<file path="config.mk">
export PLATFORM = sky130hd
export DESIGN_NAME = pll_reconfig_ctrl
export DESIGN_NICKNAME = d
export VERILOG_FILES = /design/src/rtl/pll_reconfig_pkg.sv /design/src/rtl/pll_reconfig_avm_xfer.sv /design/src/rtl/pll_reconfig_ctrl.sv
export SDC_FILE = /design/constraint.sdc
export NUM_CORES = 1
export LEC_CHECK = 0
export BUFFER_PORTS_ARGS = -buffer_cell sky130_fd_sc_hd__clkbuf_2
export CAP_MARGIN = 15
export CORE_MARGIN = 2
export CORE_UTILIZATION = 32
export CTS_CLUSTER_DIAMETER = 60
export DETAILED_ROUTE_END_ITERATION = 8
export GPL_TIMING_DRIVEN = 1
export PLACE_DENSITY = 0.61
export SLEW_MARGIN = 20
export SYNTH_ARGS = -nofsm -noshare
export SYNTH_HDL_FRONTEND = slang
export SYNTH_SLANG_ARGS = --single-unit
export TNS_END_PERCENT = 100
</file>
<file path="constraint.sdc">
create_clock -name clk_clk -period 3.4 [get_ports clk_clk]
set_input_delay 0.51 -clock clk_clk [delete_from_list [all_inputs] [get_ports clk_clk]]
set_output_delay 0.51 -clock clk_clk [all_outputs]
set_load 0.01 [all_outputs]
</file>
<file path="src/rtl/pll_reconfig_pkg.sv">
// Shared definitions for the PLL reconfiguration controller.
// Holds the management-slave word addresses, the STATUS done-bit index
// and the controller state type.
package pll_reconfig_pkg;

  localparam logic [5:0] REG_MODE   = 6'h00;
  localparam logic [5:0] REG_STATUS = 6'h01;
  localparam logic [5:0] REG_START  = 6'h02;
  localparam logic [5:0] REG_N      = 6'h03;
  localparam logic [5:0] REG_M      = 6'h04;
  localparam logic [5:0] REG_C      = 6'h05;

  localparam int unsigned STATUS_DONE_BIT = 0;

  typedef enum logic [3:0] {
    IDLE,
    WR_MODE,
    WR_M,
    WR_N,
    WR_C,
    WR_START,
    RD_STATUS,
    POLL_GAP,
    DONE,
    ERROR
  } state_t;

endpackage

</file>
<file path="src/rtl/pll_reconfig_avm_xfer.sv">
// Single Avalon-MM transfer engine.
// go (one cycle) loads rnw/addr/data into the registered bus outputs and
// raises the strobe; the transfer is held until waitrequest drops.
// xfer_done pulses in the completion cycle; rdata is the slave read data,
// meaningful only when xfer_done is high on a read.
// Ports: clk, rst_n (async active-low), go, rnw, addr[5:0], data[31:0],
//        avm_address[5:0], avm_read, avm_write, avm_writedata[31:0],
//        avm_readdata[31:0], avm_waitrequest, xfer_done, rdata[31:0].
import pll_reconfig_pkg::*;

module pll_reconfig_avm_xfer (
  input  logic        clk,
  input  logic        rst_n,
  input  logic        go,
  input  logic        rnw,
  input  logic [5:0]  addr,
  input  logic [31:0] data,
  output logic [5:0]  avm_address,
  output logic        avm_read,
  output logic        avm_write,
  output logic [31:0] avm_writedata,
  input  logic [31:0] avm_readdata,
  input  logic        avm_waitrequest,
  output logic        xfer_done,
  output logic [31:0] rdata
);

  assign xfer_done = (avm_read | avm_write) & ~avm_waitrequest;
  assign rdata     = avm_readdata;

  // go has priority so a new transfer can start on the same edge the
  // previous one completes.
  always_ff @(posedge clk or negedge rst_n) begin
    if (!rst_n) begin
      avm_address   <= '0;
      avm_read      <= 1'b0;
      avm_write     <= 1'b0;
      avm_writedata <= '0;
    end else if (go) begin
      avm_address   <= addr;
      avm_read      <= rnw;
      avm_write     <= ~rnw;
      avm_writedata <= rnw ? '0 : data;
    end else if (xfer_done) begin
      avm_read  <= 1'b0;
      avm_write <= 1'b0;
    end
  end

endmodule

</file>
<file path="src/rtl/pll_reconfig_ctrl.sv">
// PLL reconfiguration controller: Avalon-MM master for the pll_reconfig
// mgmt_avalon_slave. Accepts one M/N/C request, writes MODE, M, N, C and
// START, then polls STATUS until done or until the poll timeout expires.
// Ports: clk_clk, reset_reset_n (async active-low), cfg_valid/cfg_ready
//        request handshake, cfg_m/cfg_n/cfg_c counter values, avm_* master
//        bus, done / error one-cycle completion pulses.
import pll_reconfig_pkg::*;

module pll_reconfig_ctrl #(
  parameter int unsigned TIMEOUT_CYCLES = 4096,
  parameter logic [31:0] MODE_POLL      = 32'd1
) (
  input  logic        clk_clk,
  input  logic        reset_reset_n,
  input  logic        cfg_valid,
  output logic        cfg_ready,
  input  logic [17:0] cfg_m,
  input  logic [17:0] cfg_n,
  input  logic [22:0] cfg_c,
  output logic [5:0]  avm_address,
  output logic        avm_read,
  output logic        avm_write,
  output logic [31:0] avm_writedata,
  input  logic [31:0] avm_readdata,
  input  logic        avm_waitrequest,
  output logic        done,
  output logic        error
);

  localparam int unsigned     CNT_W   = $clog2(TIMEOUT_CYCLES + 1);
  localparam logic [CNT_W-1:0] CNT_MAX = CNT_W'(TIMEOUT_CYCLES - 1);

  state_t           state, next_state;
  logic [31:0]      m_q, n_q, c_q;
  logic [CNT_W-1:0] tmo_cnt;
  logic             go, rnw;
  logic [5:0]       addr;
  logic [31:0]      wdata;
  logic             xfer_done;
  logic [31:0]      rdata;
  logic             status_done;
  logic             unused_rdata;

  assign status_done  = rdata[STATUS_DONE_BIT];
  assign unused_rdata = ^rdata[31:1];

  assign cfg_ready = (state == IDLE);
  assign done      = (state == DONE);
  assign error     = (state == ERROR);

  always_ff @(posedge clk_clk or negedge reset_reset_n) begin
    if (!reset_reset_n) begin
      state   <= IDLE;
      m_q     <= '0;
      n_q     <= '0;
      c_q     <= '0;
      tmo_cnt <= '0;
    end else begin
      state <= next_state;
      if (state == IDLE && cfg_valid) begin
        m_q <= {14'b0, cfg_m};
        n_q <= {14'b0, cfg_n};
        c_q <= {9'b0, cfg_c};
      end
      if (state == WR_START && next_state == RD_STATUS) begin
        tmo_cnt <= '0;
      end else if ((state == RD_STATUS || state == POLL_GAP) && tmo_cnt != CNT_MAX) begin
        tmo_cnt <= tmo_cnt + 1'b1;
      end
    end
  end

  // Transfer parameters are decoded from next_state so that the registered
  // bus outputs are valid in the first cycle of each transfer state.
  always_comb begin
    next_state = state;
    case (state)
      IDLE:      if (cfg_valid) next_state = WR_MODE;
      WR_MODE:   if (xfer_done) next_state = WR_M;
      WR_M:      if (xfer_done) next_state = WR_N;
      WR_N:      if (xfer_done) next_state = WR_C;
      WR_C:      if (xfer_done) next_state = WR_START;
      WR_START:  if (xfer_done) next_state = RD_STATUS;
      RD_STATUS: begin
        if (xfer_done) begin
          if (status_done)            next_state = DONE;
          else if (tmo_cnt >= CNT_MAX) next_state = ERROR;
          else                         next_state = POLL_GAP;
        end
      end
      POLL_GAP:  next_state = RD_STATUS;
      DONE:      next_state = IDLE;
      ERROR:     next_state = IDLE;
      default:   next_state = IDLE;
    endcase

    rnw   = 1'b0;
    addr  = '0;
    wdata = '0;
    case (next_state)
      WR_MODE:   begin addr = REG_MODE;  wdata = MODE_POLL; end
      WR_M:      begin addr = REG_M;     wdata = m_q;       end
      WR_N:      begin addr = REG_N;     wdata = n_q;       end
      WR_C:      begin addr = REG_C;     wdata = c_q;       end
      WR_START:  begin addr = REG_START; wdata = 32'd1;     end
      RD_STATUS: begin addr = REG_STATUS; rnw = 1'b1;       end
      default:   ;
    endcase

    go = (next_state != state) &&
         (next_state inside {WR_MODE, WR_M, WR_N, WR_C, WR_START, RD_STATUS});
  end

  pll_reconfig_avm_xfer u_xfer (
    .clk             (clk_clk),
    .rst_n           (reset_reset_n),
    .go              (go),
    .rnw             (rnw),
    .addr            (addr),
    .data            (wdata),
    .avm_address     (avm_address),
    .avm_read        (avm_read),
    .avm_write       (avm_write),
    .avm_writedata   (avm_writedata),
    .avm_readdata    (avm_readdata),
    .avm_waitrequest (avm_waitrequest),
    .xfer_done       (xfer_done),
    .rdata           (rdata)
  );

endmodule

</file>
==> results_dict.tcl, run 1 <==
set metrics [dict create \
    fillerInstances 1393 \
    vias 3246 \
    core-area_um2 14600 \
    yosysUniqueCellTypes 53 \
    skew_ns 0.00734 \
    synth_edf_count 0 \
    power.internal_uw 1850 \
    r2r_cells 7 \
    num_rows 44 \
    pwr-share-seq_pct 51.9 \
    die_w_um 126 \
    grt_pass1_wl_um 17300 \
    cp.required_ns 3.63 \
    hold_viol_final 0 \
    rr_startpoint "state[0]$_DFF_PN0_" \
    reg2reg_to "u_xfer.avm_writedata[0]$_DFFE_PN0P_" \
    peakVddDrop_uv 212 \
    clkSlewWorstSetupHoldPaths_ns 0.07 \
    synth_top_cell_by_area "dfrtp_1" \
    synth.ff_latch_count 104 \
    dp_cells 647 \
    rsz0062_at_grt "false" \
    hold_class "input pin to asynchronous set/reset pin" \
    fin_tns_setup_ns 0 \
    num_io_pins 138 \
    holdWs_ns 0.171 \
    insertion_delay_ns 0.35 \
    netlist_top_cells_area "dfrtp_1 (54%), mux2_2 (14%), mux2i_1 (5.4%), a222oi_1 (3.6%), buf_4 (2.0%)" \
    grtUsageTotal_pct 13.8 \
    power_density_nw_per_um2 417 \
    syn_avg_cell_area_um2 12.5 \
    tightest_slew_ns 0.631 \
    cp.arrival_ns 2.95 \
    ctsHoldBuffers 0 \
    critPathMaxFanout 14 \
    portBuffers 94 \
    cts_buffers 9 \
    crit_type "flip-flop to flip-flop" \
    diodes 0 \
    swShare_pct 22.1 \
    crit_path_end_kind "flip-flop" \
    drt-pass1-iter-count 6 \
    root_buffer "clkbuf_16" \
    power_uw 2380 \
    drt_iter0_drc 164 \
    start_kind "flip-flop" \
    postRouteAntennaNets 0 \
    fin_cells 663 \
    grt_max_degree 59 \
    antenna_found_initial 0 \
    drive_gt1_share_pct 39.7 \
    h-tree-depth 3 \
    max_clock_freq_mhz 368 \
    p_leak_uw 0.00301 \
    hpwl_um 7180 \
    finalCriticalPeriod_ns 2.71 \
    drv_cap 0 \
    syn_inst 381 \
    setup_violations 0 \
    layout.nets 570 \
    synth_top_area_share_pct 54.5 \
    p_sw_uw 527 \
    period_share_pct 79.8 \
    cts_buffer_depth 2 \
    synth_ff_type "dfrtp_1" \
    yosysWarnings 0 \
    grt_overflow 0 \
    die_area_um2 15900 \
    synth-seq-area-share_pct 54.5 \
    initial_core_util_pct 32.8 \
    totalWireLength_um 10200 \
    cts_resized 0 \
    synthesis.area_um2 4780 \
    grt_pass1_vias 3388 \
    r2r_slack_ns 0.69 \
    fp.dieH_um 126 \
    max_slew_margin_pct 57.9 \
    viasPerCell 4.90 \
    p_comb_share_pct 3.0 \
    clock_sinks 104 \
    gp_congestion 0.834 \
    wl_per_cell_um 15.4 \
    slew_violations 0 \
    async_flop_share_pct 100 \
    cts_setup_buffers 0 \
    drcViolationCount 0 \
    status "completed" \
    clkPwrFrac_pct 45.1 \
    synthToLayoutAreaGrowth_pct 19.3 \
    cts_tree "done" \
]
layer usage:
metal  vias up  track usage [%]  wire (um)
met3        14             4.12        609
met5         -                0          0
met4         0             5.69        174
met1      1612             17.3       4440
li1       1528                -          -
met2        92             22.4       4980
layout by cell type (no fill, tap or decap), types with 2 or more instances in the layout:
cell type    n
a21oi_1      6
a222oi_1    17
a22o_1       2
a311o_1      2
and2_1       2
and3_1       3
buf_4        8
clkbuf_16    9
clkbuf_2    93
conb_1      12
dfrtp_1    104
inv_1       26
inv_6        2
inv_8        2
mux2_2      59
mux2i_1     26
nand2_1     18
nand3_1      7
nand4_1      3
nor2_1      17
nor2b_1      2
nor3_1       4
nor4_1       4
o211ai_1     3
o21bai_1     2
or2_2        4
xnor2_1      4
xor2_1       9
critical path: stages, from the launching register on:
cell	delay [ns]
dfrtp_1	0.60
nor4_1	0.13
and2_2	0.35
a311o_1	0.37
o32ai_1	0.43
o31ai_4	0.13
buf_4	0.24
mux2_1	0.33
synth_stat cells (all sizes together) (2+ instances only):
cell type / instances
and3: 4
dfrtp: 104
o211ai: 3
nand3: 7
or2: 4
nand4: 3
a22o: 2
clkbuf: 2
nor3b: 2
nand2: 18
buf: 29
a311o: 2
inv: 27
a222oi: 17
o21bai: 2
nor2: 17
nor4: 6
mux2: 61
xor2: 9
nor2b: 2
nor3: 4
and2: 3
a21oi: 7
mux2i: 26
xnor2: 4
kinds of logic after synthesis:
logic type | after synthesis | synth area share (%)
buffers and inverters | 58 | 6.83
and+or+nand+nor | 72 | 8.06
adders and majority gates | 1 | 0.262
xor gates and xnor gates | 13 | 2.38
other | 1 | 0.0785
muxes | 87 | 19.9
DFF | 104 | 54.5
AOI/OAI and AO/OA | 45 | 8.04
state kept, by name (all words and copies together), names as in the netlist:
name	count
state	4
c_q	23
u_xfer.avm_read	1
n_q	18
m_q	18
u_xfer.avm_address	3
tmo_cnt	13
u_xfer.avm_writedata	23
u_xfer.avm_write	1
cell type report:
type / instances / area, um2 / share of cell area [%]
inverter: 27 / 101 / 1.78
sequential: 104 / 2600 / 45.6
timing repair buffer: 102 / 546 / 9.56
clock inverter: 7 / 86.3 / 1.51
clock buffer: 9 / 225 / 3.95
tap: 184 / 230 / 4.04
multi-input combinational: 230 / 1910 / 33.5
stage by stage:
stage | setup slack (ns) | cell area [um2] | util [%]
2_1_floorplan | 1.09 | 4820 | -
3_3_place_gp | 0.417 | 5390 | 37.0
3_5_place_dp | 0.392 | 5390 | 37.0
4_1_cts | 0.682 | 5700 | 39.1
5_1_grt | 0.438 | 5700 | 39.1
6_report | 0.685 | 5700 | 39.1
power by group through the flow:
stage | Sequential, uW | Combinational (uW) | Clock, uW
3_3_place_gp | 1260 | 71.0 | 0
2_1_floorplan | 1260 | 18.3 | 0
5_1_grt | 1240 | 81.7 | 1170
6_report | 1240 | 70.5 | 1070
3_5_place_dp | 1260 | 73.5 | 0
4_1_cts | 1240 | 73.7 | 1120
worst max-delay path by stage:
| stage | startpoint | end | slack, ns | depth (start not counted) |
|---|---|---|---|---|
| 5_1_grt | state[1]$_DFF_PN0_ | u_xfer.avm_writedata[12]$_DFFE_PN0P_ | 0.44 | 7 |
| 4_1_cts | state[0]$_DFF_PN0_ | u_xfer.avm_writedata[0]$_DFFE_PN0P_ | 0.68 | 7 |
| 3_5_place_dp | avm_waitrequest | u_xfer.avm_writedata[12]$_DFFE_PN0P_ | 0.39 | 8 |
| 6_report | state[0]$_DFF_PN0_ | u_xfer.avm_writedata[0]$_DFFE_PN0P_ | 0.69 | 7 |
| 3_3_place_gp | avm_waitrequest | u_xfer.avm_writedata[12]$_DFFE_PN0P_ | 0.42 | 8 |
| 2_1_floorplan | avm_waitrequest | u_xfer.avm_writedata[14]$_DFFE_PN0P_ | 1.09 | 8 |
Power figures use the tool's default switching activity.
==> run 2: changes to the inputs <==
Settings changed: PLACE_DENSITY 0.61 to 0.63.
Clock period 3.4 ns to 2.2 ns, I/O delays scaled along.
==> results_dict.tcl, run 2 (synthesized netlist as in run 1, its figures left out) <==
set metrics [dict create \
    power_density_nw_per_um2 564 \
    die_w_um 126 \
    p_leak_uw 0.00324 \
    final_cell_mix "dfrtp_1 (104), clkbuf_2 (93), mux2_2 (59), buf_4 (45), inv_1 (26)" \
    portBuffers 94 \
    skew_ns 0.0104 \
    start_kind "flip-flop" \
    ctsHoldBuffers 0 \
    rr_startpoint "u_xfer.avm_read$_DFFE_PN0P_" \
    violations "setup timing" \
    layout.nets 619 \
    initial_core_util_pct 32.8 \
    num_rows 44 \
    slew_violations 0 \
    grt_pass1_vias 3602 \
    rsz0062_at_grt "true" \
    num_io_pins 138 \
    reg2reg_to "u_xfer.avm_writedata[17]$_DFFE_PN0P_" \
    drive_gt1_share_pct 47.3 \
    period_share_pct 101 \
    grtUsageTotal_pct 14.2 \
    crit_path_end_kind "flip-flop" \
    placed_area_um2 5760 \
    grt_pass1_wl_um 18200 \
    hold_class "input pin to asynchronous set/reset pin" \
    crit_type "flip-flop to flip-flop" \
    hold_viol_final 0 \
    multiInputGateArea_um2 1980 \
    synthToLayoutAreaGrowth_pct 29.7 \
    register_area_um2 2600 \
    totalWireLength_um 11100 \
    layout_commonest_cell "dfrtp_1" \
    antenna_found_initial 0 \
    setup_violations 3 \
    max_clock_freq_mhz 449 \
    fp.dieH_um 126 \
    viasPerCell 4.87 \
    insertion_delay_ns 0.35 \
    reg.largest.list "c_q x23, u_xfer.avm_writedata x23" \
    crit_end "u_xfer.avm_writedata[17]$_DFFE_PN0P_" \
    status "complete, but fails checks" \
    holdWs_ns 0.0241 \
    drcViolationCount 0 \
    cp.arrival_ns 2.43 \
    r2r_cells 8 \
    tightest_slew_ns 0.574 \
    cts_buffers 9 \
    wl_per_cell_um 15.5 \
    drt_iter0_drc 202 \
    cts_tree "done" \
    diodes 0 \
    r2r_slack_ns -0.03 \
    cts_buffer_depth 2 \
    grt_max_degree 105 \
    gp_congestion 0.806 \
    clkSlewWorstSetupHoldPaths_ns 0.07 \
    die_area_um2 15900 \
    crit_start "u_xfer.avm_read$_DFFE_PN0P_" \
    core-area_um2 14600 \
    final_cell_area_um2 6200 \
    clock_sinks 104 \
    drt-pass1-iter-count 5 \
    root_buffer "clkbuf_16" \
    peakVddDrop_uv 344 \
    cp.required_ns 2.40 \
    hpwl_um 7520 \
    critPathMaxFanout 7 \
    max_slew_margin_pct 61.7 \
    postRouteAntennaNets 0 \
    fin_ws_ns -0.0258 \
    grt_overflow 0 \
    vias 3464 \
    drv_cap 0 \
    finalCriticalPeriod_ns 2.23 \
    h-tree-depth 3 \
    fillerInstances 1340 \
]
run 2: area by class of cell:
cell class | count | area share (%)
sequential | 104 | 42.0
clock inverter | 5 | 0.545
clock buffer | 11 | 3.75
inverter | 27 | 1.63
multi-input combinational | 230 | 31.9
timing repair buffer | 151 | 16.5
tap | 184 | 3.71
run 2: critical path, cell delays in order (launching register included):
cell and delay, ns:
dfrtp_1 0.39, o21ba_4 0.25, and3_4 0.16, a311o_1 0.34
o32ai_2 0.33, o31ai_4 0.13, buf_12 0.17, buf_12 0.14
mux2i_2 0.15
run 2: worst min-delay path by stage:
stage	from	to	slack, ns
after floorplan	reset_reset_n	c_q[0]$_DFFE_PN0P_	0.03
after global placement	reset_reset_n	u_xfer.avm_read$_DFFE_PN0P_	0.43
after detailed placement	reset_reset_n	u_xfer.avm_read$_DFFE_PN0P_	0.44
after CTS	reset_reset_n	u_xfer.avm_read$_DFFE_PN0P_	0.06
after global routing	reset_reset_n	u_xfer.avm_read$_DFFE_PN0P_	0.09
final	reset_reset_n	u_xfer.avm_read$_DFFE_PN0P_	0.02
run 2: report_power, final:
group          internal, uW  total, uW  switching [uW]
Sequential             1910       1910               0
Combinational          48.2        113            64.8
Clock                   767       1470             703
run 2: stage by stage:
step	power, uW	cells	utilization, %	worst slack (ns)	TNS (ns)
2_1_floorplan	1980	392	-	0.00409	0
3_3_place_gp	2060	689	39.5	-0.102	-1.57
3_5_place_dp	2060	689	39.5	-0.114	-1.93
4_1_cts	3570	707	41.7	-0.0105	-0.0232
5_1_grt	3650	712	42.5	-0.106	-1.91
6_report	3490	712	42.5	-0.0258	-0.0462
run 2: layer usage:
metal  track usage [%]  wire length, um
met5                 0                0
met4              4.65              156
met3              3.65              522
met2              23.0             5390
met1              18.6             4990
run 2: what timing repair did:
action / CTS / global route
resized for setup: 9 / 13
gates cloned: 0 / 2
setup buffers: 2 / 6
pin swaps: 10 / 11
endpoints found under the setup margin: 28 / 31
==> run 3: changes to the inputs <==
Settings changed: ABC_AREA set to 1.
==> results_dict.tcl, run 3 <==
set metrics [dict create \
    fillerInstances 1381 \
    synth_ff_type "dfrtp_1" \
    netlist_top_cells_area "dfrtp_1 (54%), mux2_2 (14%), nand2_1 (11%), nand3_1 (5.0%), buf_4 (2.3%)" \
    critPathMaxFanout 6 \
    r2r_slack_ns -0.004 \
    num_io_pins 138 \
    crit_type "flip-flop to flip-flop" \
    syn_avg_cell_area_um2 9.78 \
    drcViolationCount 0 \
    hpwl_um 8150 \
    cp.required_ns 2.44 \
    max_clock_freq_mhz 454 \
    layout.nets 710 \
    die_area_um2 16000 \
    fin_util_pct 42.3 \
    synth-seq-area-share_pct 54.2 \
    portBuffers 94 \
    core-area_um2 14600 \
    synthToLayoutAreaGrowth_pct 28.5 \
    num_rows 44 \
    initial_core_util_pct 32.9 \
    insertion_delay_ns 0.35 \
    fp.dieH_um 127 \
    gp_congestion 0.877 \
    postRouteAntennaNets 0 \
    start_kind "flip-flop" \
    synth_common_cells "nand2_1 (144), dfrtp_1 (104), mux2_2 (59), nand3_1 (48), nor2_1 (25)" \
    synthesis.area_um2 4800 \
    wl_per_cell_um 14.7 \
    antenna_found_initial 1 \
    hold_viol_final 0 \
    layout_commonest_cell "nand2_1" \
    synth.ff_latch_count 104 \
    slew_violations 0 \
    rsz0062_at_grt "true" \
    tightest_slew_ns 0.764 \
    drt-pass1-iter-count 4 \
    cts_buffer_depth 2 \
    cts_buffers 9 \
    grt_pass1_vias 3757 \
    period_share_pct 100 \
    hold_class "input pin to flip-flop" \
    root_buffer "clkbuf_16" \
    drive_gt1_share_pct 43.3 \
    crit_path_end_kind "flip-flop" \
    skew_ns 0.0103 \
    setup_violations 1 \
    finalCriticalPeriod_ns 2.20 \
    final_cell_mix "nand2_1 (118), dfrtp_1 (102), clkbuf_2 (93), mux2_2 (59), nand3_1 (35)" \
    peakVddDrop_uv 912 \
    grt_max_degree 60 \
    power_density_nw_per_um2 1590 \
    synth_top_cell_by_area "dfrtp_1" \
    totalWireLength_um 11800 \
    syn_inst 491 \
    cts_tree "done" \
    slowest_delay_ns 0.43 \
    synth_edf_count 0 \
    diodes 0 \
    drt_iter0_drc 203 \
    grtUsageTotal_pct 14.5 \
    clkSlewWorstSetupHoldPaths_ns 0.08 \
    yosysMostFrequentCell "nand2_1" \
    cp.arrival_ns 2.45 \
    die_w_um 127 \
    status "complete, but fails checks" \
    vias 3778 \
    crit_path_cell_trace "buf_4 > nor2_2 > nand2_2 > o21ai_2 > inv_1 > nand2_2 > nor3_4 > xor2_1 > nand3b_1 > nand2_4 > buf_6 > buf_6 > nand2_1 > nand2_1" \
    grt_pass1_wl_um 18600 \
    max_slew_margin_pct 49.1 \
    yosysWarnings 0 \
    async_flop_share_pct 100 \
    placed_area_um2 5550 \
    drv_cap 0 \
    fin_ws_ns -0.00428 \
    cp_slowest_cell "dfrtp_1" \
    final_cell_area_um2 6170 \
    reg.largest.list "c_q x23, u_xfer.avm_writedata x23" \
    violations "setup timing" \
    grt_overflow 0 \
    yosysUniqueCellTypes 36 \
    h-tree-depth 3 \
    p_leak_uw 0.00310 \
    synth_top_area_share_pct 54.2 \
    clock_sinks 104 \
    power_uw 9810 \
    viasPerCell 4.70 \
]
==> run 3: worst paths after layout <==
check | startpoint | end | depth (start not counted)
max | state[1]$_DFF_PN0_ | u_xfer.avm_writedata[14]$_DFFE_PN0P_ | 14
min | cfg_n[17] | n_q[17]$_DFFE_PN0P_ | 2
max reg2reg | state[1]$_DFF_PN0_ | u_xfer.avm_writedata[14]$_DFFE_PN0P_ | 14
min reg2reg | u_xfer.avm_writedata[1]$_DFFE_PN0P_ | u_xfer.avm_writedata[1]$_DFFE_PN0P_ | 2
max in group asynchronous | reset_reset_n | c_q[6]$_DFFE_PN0P_ | 3
min in group asynchronous | reset_reset_n | u_xfer.avm_writedata[20]$_DFFE_PN0P_ | 2
==> run 3: per-stage QoR <==
stage / worst slack [ns] / hold WS (ns) / TNS, ns / instances
5_1_grt: -0.124 / 0.201 / -2.48 / 803
3_5_place_dp: -0.0502 / 0.303 / -0.436 / 774
2_1_floorplan: 0.179 / 0.0344 / 0 / 502
4_1_cts: 0.00917 / 0.202 / 0 / 791
6_report: -0.00428 / 0.211 / -0.00428 / 803
3_3_place_gp: -0.00346 / 0.299 / -0.00489 / 774
==> run 3: cells by family (layout without fill, tap and decap cells) <==
family / Yosys count / after routing / share of synthesized area [%]
flops: 104 / 104 / 54.2
other cells: 1 / 12 / 0.0781
fa+ha+maj: 1 / 1 / 0.261
compound gates: 25 / 25 / 3.00
buf+inv: 57 / 174 / 6.15
mux: 59 / 59 / 13.8
xor+xnor: 6 / 6 / 1.09
simple gates: 238 / 238 / 21.4
==> run 3: repair_timing <==
item                                    4_1_cts  5_1_grt
buffers inserted                              0       13
hold endpoints to repair                     31        0
gates resized for setup                       3       67
hold buffers                                  1        0
pin swaps                                     0       32
endpoints found under the setup margin       23       33
==> run 3: final cells by class <==
type	count	area [um2]	share of cell area, %
clock inverters	6	52.6	0.852
clock buffers	10	229	3.71
flip-flops and latches	104	2610	42.2
inverters	26	103	1.66
multi-input cells	341	2140	34.7
well taps	184	230	3.73
repair buffers	132	811	13.1
==> run 3: power breakdown <==
group          switching, uW  leakage [uW]  internal [uW]
clock network            739      0.000131            785
registers                501       0.00130           2750
logic                   2830       0.00168           2220
total                   4070       0.00310           5750
==> run 3: critical path: cells and delay by family, from the launching register on <==
family                    cells  cell delay [ns]
xor gates and xnor gates      1             0.17
buffers and inverters         4             0.51
DFF                           1             0.43
AOI/OAI and AO/OA             1             0.19
and+or+nand+nor               8             0.81
==> run 3: metal layers <==
metal | GRT usage [%] | vias to the layer above | routed length (um)
met2 | 25.0 | 92 | 6010
met4 | 4.01 | 0 | 148
met3 | 3.54 | 7 | 559
met5 | 0 | - | 0
met1 | 18.1 | 1846 | 5080
li1 | - | 1833 | -
